--- src/rtl/gf2m_trinomial_reduce.sv ---
`default_nettype none
// ============================================================================
// Module      : gf2m_trinomial_reduce
// Description : Iterative reduction of an unreduced 2M-1-bit carry-less
//               product modulo the trinomial x^M + x^K + 1. Each FOLD cycle
//               XORs the high half back into the low part at offsets 0 and K;
//               with 0 < K <= (M-1)/2 at most two non-trivial folds occur.
//               Valid/ready handshakes on input and output; no overlap
//               between operations.
// Ports       : clk       - clock, rising edge
//               rst       - synchronous active-high reset
//               in_valid  - in_data carries a product
//               in_ready  - block is idle and can accept a product
//               in_data   - [2M-2:0] unreduced polynomial, bit i = coeff x^i
//               out_valid - out_data holds a reduced result
//               out_ready - downstream accepts the result
//               out_folds - [1:0] folds used (only with GF2M_REDUCE_FOLDCNT_EN)
//               out_data  - [M-1:0] reduced polynomial, degree < M
// Options     : GF2M_REDUCE_FOLDCNT_EN adds the out_folds output port.
// Revision    : 1.0 - initial release
// ============================================================================
module gf2m_trinomial_reduce #(
  parameter int M = 409,
  parameter int K = 87
) (
  input  logic             clk,
  input  logic             rst,
  input  logic             in_valid,
  output logic             in_ready,
  input  logic [2*M-2:0]   in_data,
  output logic             out_valid,
  input  logic             out_ready,
`ifdef GF2M_REDUCE_FOLDCNT_EN
  output logic [1:0]       out_folds,
`endif
  output logic [M-1:0]     out_data
);

  localparam int c_IN_W = 2*M - 1;

  typedef enum logic [1:0] {
    S_IDLE = 2'd0,
    S_FOLD = 2'd1,
    S_DONE = 2'd2
  } state_t;

  state_t              r_state;
  state_t              w_state_nxt;
  logic [c_IN_W-1:0]   r_acc;
  logic [c_IN_W-1:0]   w_acc_nxt;
  logic [1:0]          r_fold_cnt;
  logic [1:0]          w_fold_cnt_nxt;
  logic [M-1:0]        r_out_data;
  logic [M-1:0]        w_out_data_nxt;
  logic                r_out_valid;
  logic                w_out_valid_nxt;
`ifdef GF2M_REDUCE_FOLDCNT_EN
  logic [1:0]          r_out_folds;
  logic [1:0]          w_out_folds_nxt;
`endif

  // Split of the accumulator: everything at x^M and above must be folded.
  logic [M-2:0]        w_hi;
  logic [M-1:0]        w_lo;
  logic [c_IN_W-1:0]   w_hi_ext;
  logic [c_IN_W-1:0]   w_fold;

  assign w_hi     = r_acc[c_IN_W-1:M];
  assign w_lo     = r_acc[M-1:0];
  assign w_hi_ext = {{M{1'b0}}, w_hi};

  // x^M == x^K + 1, so hi*x^M folds to hi + hi*x^K. The shifted term stays
  // below x^(2M-1) because K <= (M-1)/2, so no bits are lost by the shift.
  assign w_fold = {{(M-1){1'b0}}, w_lo} ^ w_hi_ext ^ (w_hi_ext << K);

  assign in_ready  = (r_state == S_IDLE);
  assign out_valid = r_out_valid;
  assign out_data  = r_out_data;
`ifdef GF2M_REDUCE_FOLDCNT_EN
  assign out_folds = r_out_folds;
`endif

  // State register
  always_ff @(posedge clk) begin
    if (rst) begin
      r_state <= S_IDLE;
    end else begin
      r_state <= w_state_nxt;
    end
  end

  // Next-state and datapath next values
  always_comb begin
    w_state_nxt     = r_state;
    w_acc_nxt       = r_acc;
    w_fold_cnt_nxt  = r_fold_cnt;
    w_out_data_nxt  = r_out_data;
    w_out_valid_nxt = r_out_valid;
`ifdef GF2M_REDUCE_FOLDCNT_EN
    w_out_folds_nxt = r_out_folds;
`endif
    case (r_state)
      S_IDLE: begin
        if (in_valid) begin
          w_acc_nxt      = in_data;
          w_fold_cnt_nxt = 2'd0;
          w_state_nxt    = S_FOLD;
        end
      end
      S_FOLD: begin
        if (w_hi != '0) begin
          w_acc_nxt      = w_fold;
          w_fold_cnt_nxt = r_fold_cnt + 2'd1;
        end else begin
          w_out_data_nxt  = w_lo;
          w_out_valid_nxt = 1'b1;
          w_state_nxt     = S_DONE;
`ifdef GF2M_REDUCE_FOLDCNT_EN
          w_out_folds_nxt = r_fold_cnt;
`endif
        end
      end
      S_DONE: begin
        if (out_ready) begin
          w_out_valid_nxt = 1'b0;
          w_state_nxt     = S_IDLE;
        end
      end
      default: begin
        w_state_nxt = S_IDLE;
      end
    endcase
  end

  // Datapath registers
  always_ff @(posedge clk) begin
    if (rst) begin
      r_acc       <= '0;
      r_fold_cnt  <= 2'd0;
      r_out_data  <= '0;
      r_out_valid <= 1'b0;
`ifdef GF2M_REDUCE_FOLDCNT_EN
      r_out_folds <= 2'd0;
`endif
    end else begin
      r_acc       <= w_acc_nxt;
      r_fold_cnt  <= w_fold_cnt_nxt;
      r_out_data  <= w_out_data_nxt;
      r_out_valid <= w_out_valid_nxt;
`ifdef GF2M_REDUCE_FOLDCNT_EN
      r_out_folds <= w_out_folds_nxt;
`endif
    end
  end

  // A third fold would mean K violates its bound.
  a_fold_cnt_max : assert property (@(posedge clk) disable iff (rst)
                                    (r_fold_cnt != 2'd3));

endmodule
`default_nettype wire

--- config.mk ---
export PLATFORM = sky130hd
export DESIGN_NAME = gf2m_trinomial_reduce
export DESIGN_NICKNAME = d
export VERILOG_FILES = /design/src/rtl/gf2m_trinomial_reduce.sv
export SDC_FILE = /design/constraint.sdc
export NUM_CORES = 2
export LEC_CHECK = 0
export CAP_MARGIN = 20
export CORE_AREA = 2 2 483 485
export CTS_CLUSTER_DIAMETER = 80
export CTS_CLUSTER_SIZE = 10
export DETAILED_ROUTE_END_ITERATION = 8
export DIE_AREA = 0 0 485 487
export GPL_TIMING_DRIVEN = 0
export SKIP_CTS_REPAIR_TIMING = 1
export SYNTH_ARGS = -nofsm -noshare
export SYNTH_HDL_FRONTEND = slang
export SYNTH_SLANG_ARGS = --single-unit
export TNS_END_PERCENT = 100
--- constraint.sdc ---
create_clock -name clk -period 3.6 [get_ports clk]
set_input_delay 0.36 -clock clk [delete_from_list [all_inputs] [get_ports clk]]
set_output_delay 0.36 -clock clk [all_outputs]
set_load 0.03 [all_outputs]
# Yosys cells after proc, flatten, opt, wreduce, memory -nomap -nowiden

Index checks and enable logic that the tools add are counted.

Eq/ne operators: 6
Bitwise logic cells: 3
Reductions and logical operators: 8
Multiplexer cells: 10

Operator list:

| kind                 | count |
|---|---|
| $mux W817            | 2 |
| $pmux W817 S2        | 1 |
| $xor A409 B495 Y495  | 1 |
| $xor A409 B408 Y409  | 1 |
| $reduce_bool A408 Y1 | 1 |
| $reduce_and A3 Y1    | 3 |
| $ne A2 B2 Y1 const B | 4 |
| $mux W2              | 3 |
| $pmux W2 S3          | 1 |
| $reduce_bool A2 Y1   | 2 |
| $eq A2 B1 Y1 const B | 1 |
| $eq A2 B2 Y1 const B | 1 |
| $logic_not A2 Y1     | 1 |
| $mux W1              | 2 |
| $pmux W1 S2          | 1 |
| $reduce_and A2 Y1    | 1 |
| $not A1 Y1           | 1 |

Word-level logic and storage cells: 31
Register bits: 1229
Bits of input ports: 821

# Longest topological paths before layout

Depth after elaboration: 4
Mapped depth: 10
Mapped depth without buffers: 6

# Least setup slack after synthesis

OpenSTA, ideal clock, no wires.

Path kind: flip-flop to flip-flop
Start: register r_acc[758]
End: register r_acc[398]
Setup time: 0.130 ns
Slack: 1.300 ns
Period minus slack after synthesis: 2.300 ns
Arrival time: 2.170 ns
Path buffers: 3
Stages on the path, launching flop included: 10
Path through: dfxtp_1 > nor4_1 > and4_1 > nor4bb_1 > nand4_1 > o211ai_1 > buf_2 > buf_2 > buf_2 > o32ai_1

Longest elaborated chain between the ends: 3

RTL lines:

| what                        | RTL line | source |
|---|---|---|
| start: declaration          | 49       | `logic [c_IN_W-1:0] r_acc;` |
| start signal: assignment    | 146      | `r_acc <= w_acc_nxt;` |
| $reduce_bool A408 Y1        | 111      | `if (w_hi != '0) begin` |
| $ne A2 B2 Y1 (no line)      | n/a      |  |
| $reduce_and A3 Y1 (no line) | n/a      |  |

Every way passes these cells.
A chain may end at the register's enable or synchronous reset.

# Worst setup path in the final report

Start: register r_acc[816]
End: register r_out_data[188] (netlist: out_data[188])

Longest elaborated chain between the ends: 3

RTL lines:

| what                        | RTL line | source |
|---|---|---|
| $reduce_bool A408 Y1        | 111      |  |
| $not A1 Y1 (no line)        | n/a      |  |
| $reduce_and A2 Y1 (no line) | n/a      |  |
| end signal: assignment      | 148      | `r_out_data <= w_out_data_nxt;` |
| end: declaration            | 53       | `logic [M-1:0] r_out_data;` |

Every way passes these cells.

==> run metrics <==
Final setup viols=12; DRT antenna net count=0; Max transition margin=14.8%; DR vias/cell=5.61; switching part of the total power=31.1%; Area growth, synth to finish=39.7%; DR pass1 iterations=8; Avg Cell Area, Syn=8.45 um^2; share of layout cells above drive strength 1=5.03%; Worst-path clk slew=0.06 ns; Num CTS Buffers=148; area of the multi-input gates=0.0258 mm^2; part of the Yosys area used for sequential elements=45.6%; Critical path origin=r_acc[816]$_SDFFE_PP0P_; GRT Overall Usage=32.1%; hold_sp=in_data[509]; DRC Markers=0; FF-to-FF End=out_data[188]$_SDFFE_PP0P_; minimum clock period=3.61 ns; period utilisation layout=100%; Startpoint Class=register; syn nets=7209; first-pass GRT wire length=515000 um; register-to-register setup slack=-0.01 ns; Final Hold Fails=0; Chip Height=487 um; Critical Path AT=4.35 ns; maximum VDD drop=0.000302 V; latest clock arrival within the worst-skew pair=0.83 ns; Clock power frac=40.2%; Critical Path Fanout Max=10; number of library cell types mapped by synthesis=34; vias in the first global route=56800; Crit Path Class=register to register; Final WS setup=-0.0111 ns; Post-Syn Instances=6388; commonest non-fill, non-tap cell in the layout=clkdlybuf4s50_1; Leak=0.0240 uW; Sequential cell area=0.0246 mm^2; cells along the critical path=nor4_1, nand4_1, nor2_1, and4_1, clkbuf_4, clkbuf_2, buf_8, clkbuf_1, nand3_1, a21oi_1; commonest non-fill, non-tap cells in the layout=clkdlybuf4s50_1, dfxtp_1, a21oi_1, o21ai_0, clkbuf_1; YS warnings=0; Fillers=24100; Worst Tran Pin Value=1.28 ns; fmax=277 MHz; Cell Pwr Density=465 mW/mm^2; minimum hold slack=0.145 ns; slowest stage cell, crit path=nor4_1; register bit total from synthesis=1229; Routed Wire Length=399000 um; synthesized area=0.0540 mm^2; Nets=8619; Initial Util=23.3%; outcome=finished with violations; TritonCTS clock tree=done; internal power=24200 uW; P_sw=10900 uW; hold path depth=2; Root Buffer=clkbuf_16; max-slew violation count=0; initial antenna violation count=156; clk_skew=0.0640 ns; total via count in the routed design=61600; DRT iter0 DRCs=7681; failing checks=negative setup slack; Core Region=0.231 mm^2; post-route insts no fill=11000; detailed placement HPWL=331000 um; # IOs=1232; Hold/Removal Path Class=primary input to register; Sink Count=1229; pre-CTS WS=-2.47 ns; Max Cap Viol=0; worst stage delay on the critical path=0.53 ns; remaining global-route overflow=0; port bufs=1230; H-tree levels=4; DR WL/cell=36.3 um; Worst Path Required=4.34 ns; worst reg2reg startpoint=r_acc[816]$_SDFFE_PP0P_; crit path to=out_data[188]$_SDFFE_PP0P_; Clock Tree Buf Depth=3; routability congestion estimate=0.985; crit end category=register; # rows=177; share of total power in combinational logic=14.8%; Placed Instances=10700; largest net degree at the start of global routing=17; sequential share of power=45.0%; die width=485 um; die area=0.236 mm^2; Worst Reg-to-Reg Cells=10; setup TNS=-0.0529 ns
Yosys cell counts:
cell / number / area share, %
nor2b_1: 1 / 0.012
nand2_1: 93 / 0.65
nor4_1: 107 / 1.2
nor2_1: 177 / 1.2
nor3_1: 320 / 3.0
o32ai_1: 320 / 5.2
dfxtp_1: 1229 / 46
buf_1: 13 / 0.090
nand3b_1: 1 / 0.014
nor3b_1: 88 / 1.2
buf_6: 2 / 0.042
xnor2_1: 321 / 5.2
or3b_2: 1 / 0.016
mux2i_1: 87 / 1.6
o21ai_1: 10 / 0.093
o211ai_1: 1 / 0.014
buf_2: 86 / 0.80
o21ai_0: 576 / 5.3
or3_1: 86 / 1.0
clkbuf_1: 544 / 3.8
inv_1: 321 / 2.2
or2_2: 1 / 0.012
clkinv_1: 1 / 0.0069
nand2b_1: 1 / 0.012
a32o_1: 322 / 6.0
nor4bb_1: 1 / 0.019
nand3_1: 497 / 4.6
and4_1: 4 / 0.065
nand4_1: 24 / 0.28
xor2_1: 1 / 0.016
buf_4: 9 / 0.13
o21ai_2: 1 / 0.016
and3_1: 3 / 0.035
a21oi_1: 1139 / 11
metal layers:
| metal | GRT usage [%] | part of all wire, % | up-vias |
|---|---|---|---|
| li1 | - | - | 26500 |
| met1 | 39.1 | 39 | 30100 |
| met2 | 49.3 | 43 | 3998 |
| met3 | 8.97 | 9.9 | 928 |
| met4 | 21.5 | 7.6 | 62 |
| met5 | 0 | 0.10 | - |
worst max-delay path: cells and delay by family, from the launching register on:
family	cells	cell delay [ns]
buffers and inverters	4	1.24
DFF	1	0.44
AOI/OAI and AO/OA	1	0.17
and+or+nand+nor	5	1.61
layout make-up:
cell class | count | area share (%)
Clock inverter | 28 | 0.531
Buffer | 653 | 3.73
Inverter | 322 | 1.60
Timing Repair Buffer | 1261 | 16.9
Clock buffer | 157 | 5.04
Multi-Input combinational cell | 4183 | 34.2
Sequential cell | 1229 | 32.6
Tap cell | 3043 | 5.05
Antenna cell | 110 | 0.365
sequential cells by signal, indices dropped and copies added, names as in the netlist:
signal     count
out_valid      1
r_acc        817
out_data     409
r_state        2
power groups by stage:
stage / Sequential, uW / Combinational, uW / Clock (uW)
after floorplan: 15100 / 2510 / 0
after global placement: 16000 / 4900 / 0
after detailed placement: 16000 / 4990 / 0
after CTS: 15700 / 5020 / 14200
after global routing: 15700 / 5460 / 14700
final: 15800 / 5180 / 14100
worst min path at each step:
stage	to	slack, ns
2_1_floorplan	out_data[408]$_SDFFE_PP0P_	0.46
3_3_place_gp	out_valid$_SDFFE_PP0P_	0.45
3_5_place_dp	out_valid$_SDFFE_PP0P_	0.45
4_1_cts	r_acc[651]$_SDFFE_PP0P_	0.09
5_1_grt	r_acc[559]$_SDFFE_PP0P_	0.12
6_report	r_acc[509]$_SDFFE_PP0P_	0.14
stage by stage:
| step | util [%] | cell area, um^2 | power, uW |
|---|---|---|---|
| 2_1_floorplan | - | 54000 | 17600 |
| 3_3_place_gp | 30.3 | 70100 | 20900 |
| 3_5_place_dp | 30.5 | 70500 | 21000 |
| 4_1_cts | 32.3 | 74700 | 34900 |
| 5_1_grt | 32.6 | 75400 | 35900 |
| 6_report | 32.6 | 75500 | 35100 |
logic make-up (layout without fill, tap and decap cells):
family | after synthesis | after routing | synth area share (%)
multiplexers | 87 | 87 | 1.61
XOR/XNOR | 322 | 322 | 5.22
other | 0 | 110 | 0
AO/OA/AOI/OAI | 2369 | 2369 | 27.2
AND/OR/NAND/NOR | 1405 | 1405 | 13.4
flip-flops | 1229 | 1229 | 45.6
buffers and inverters | 976 | 2421 | 7.07
Note: power is estimated with default switching activity, not from simulation.
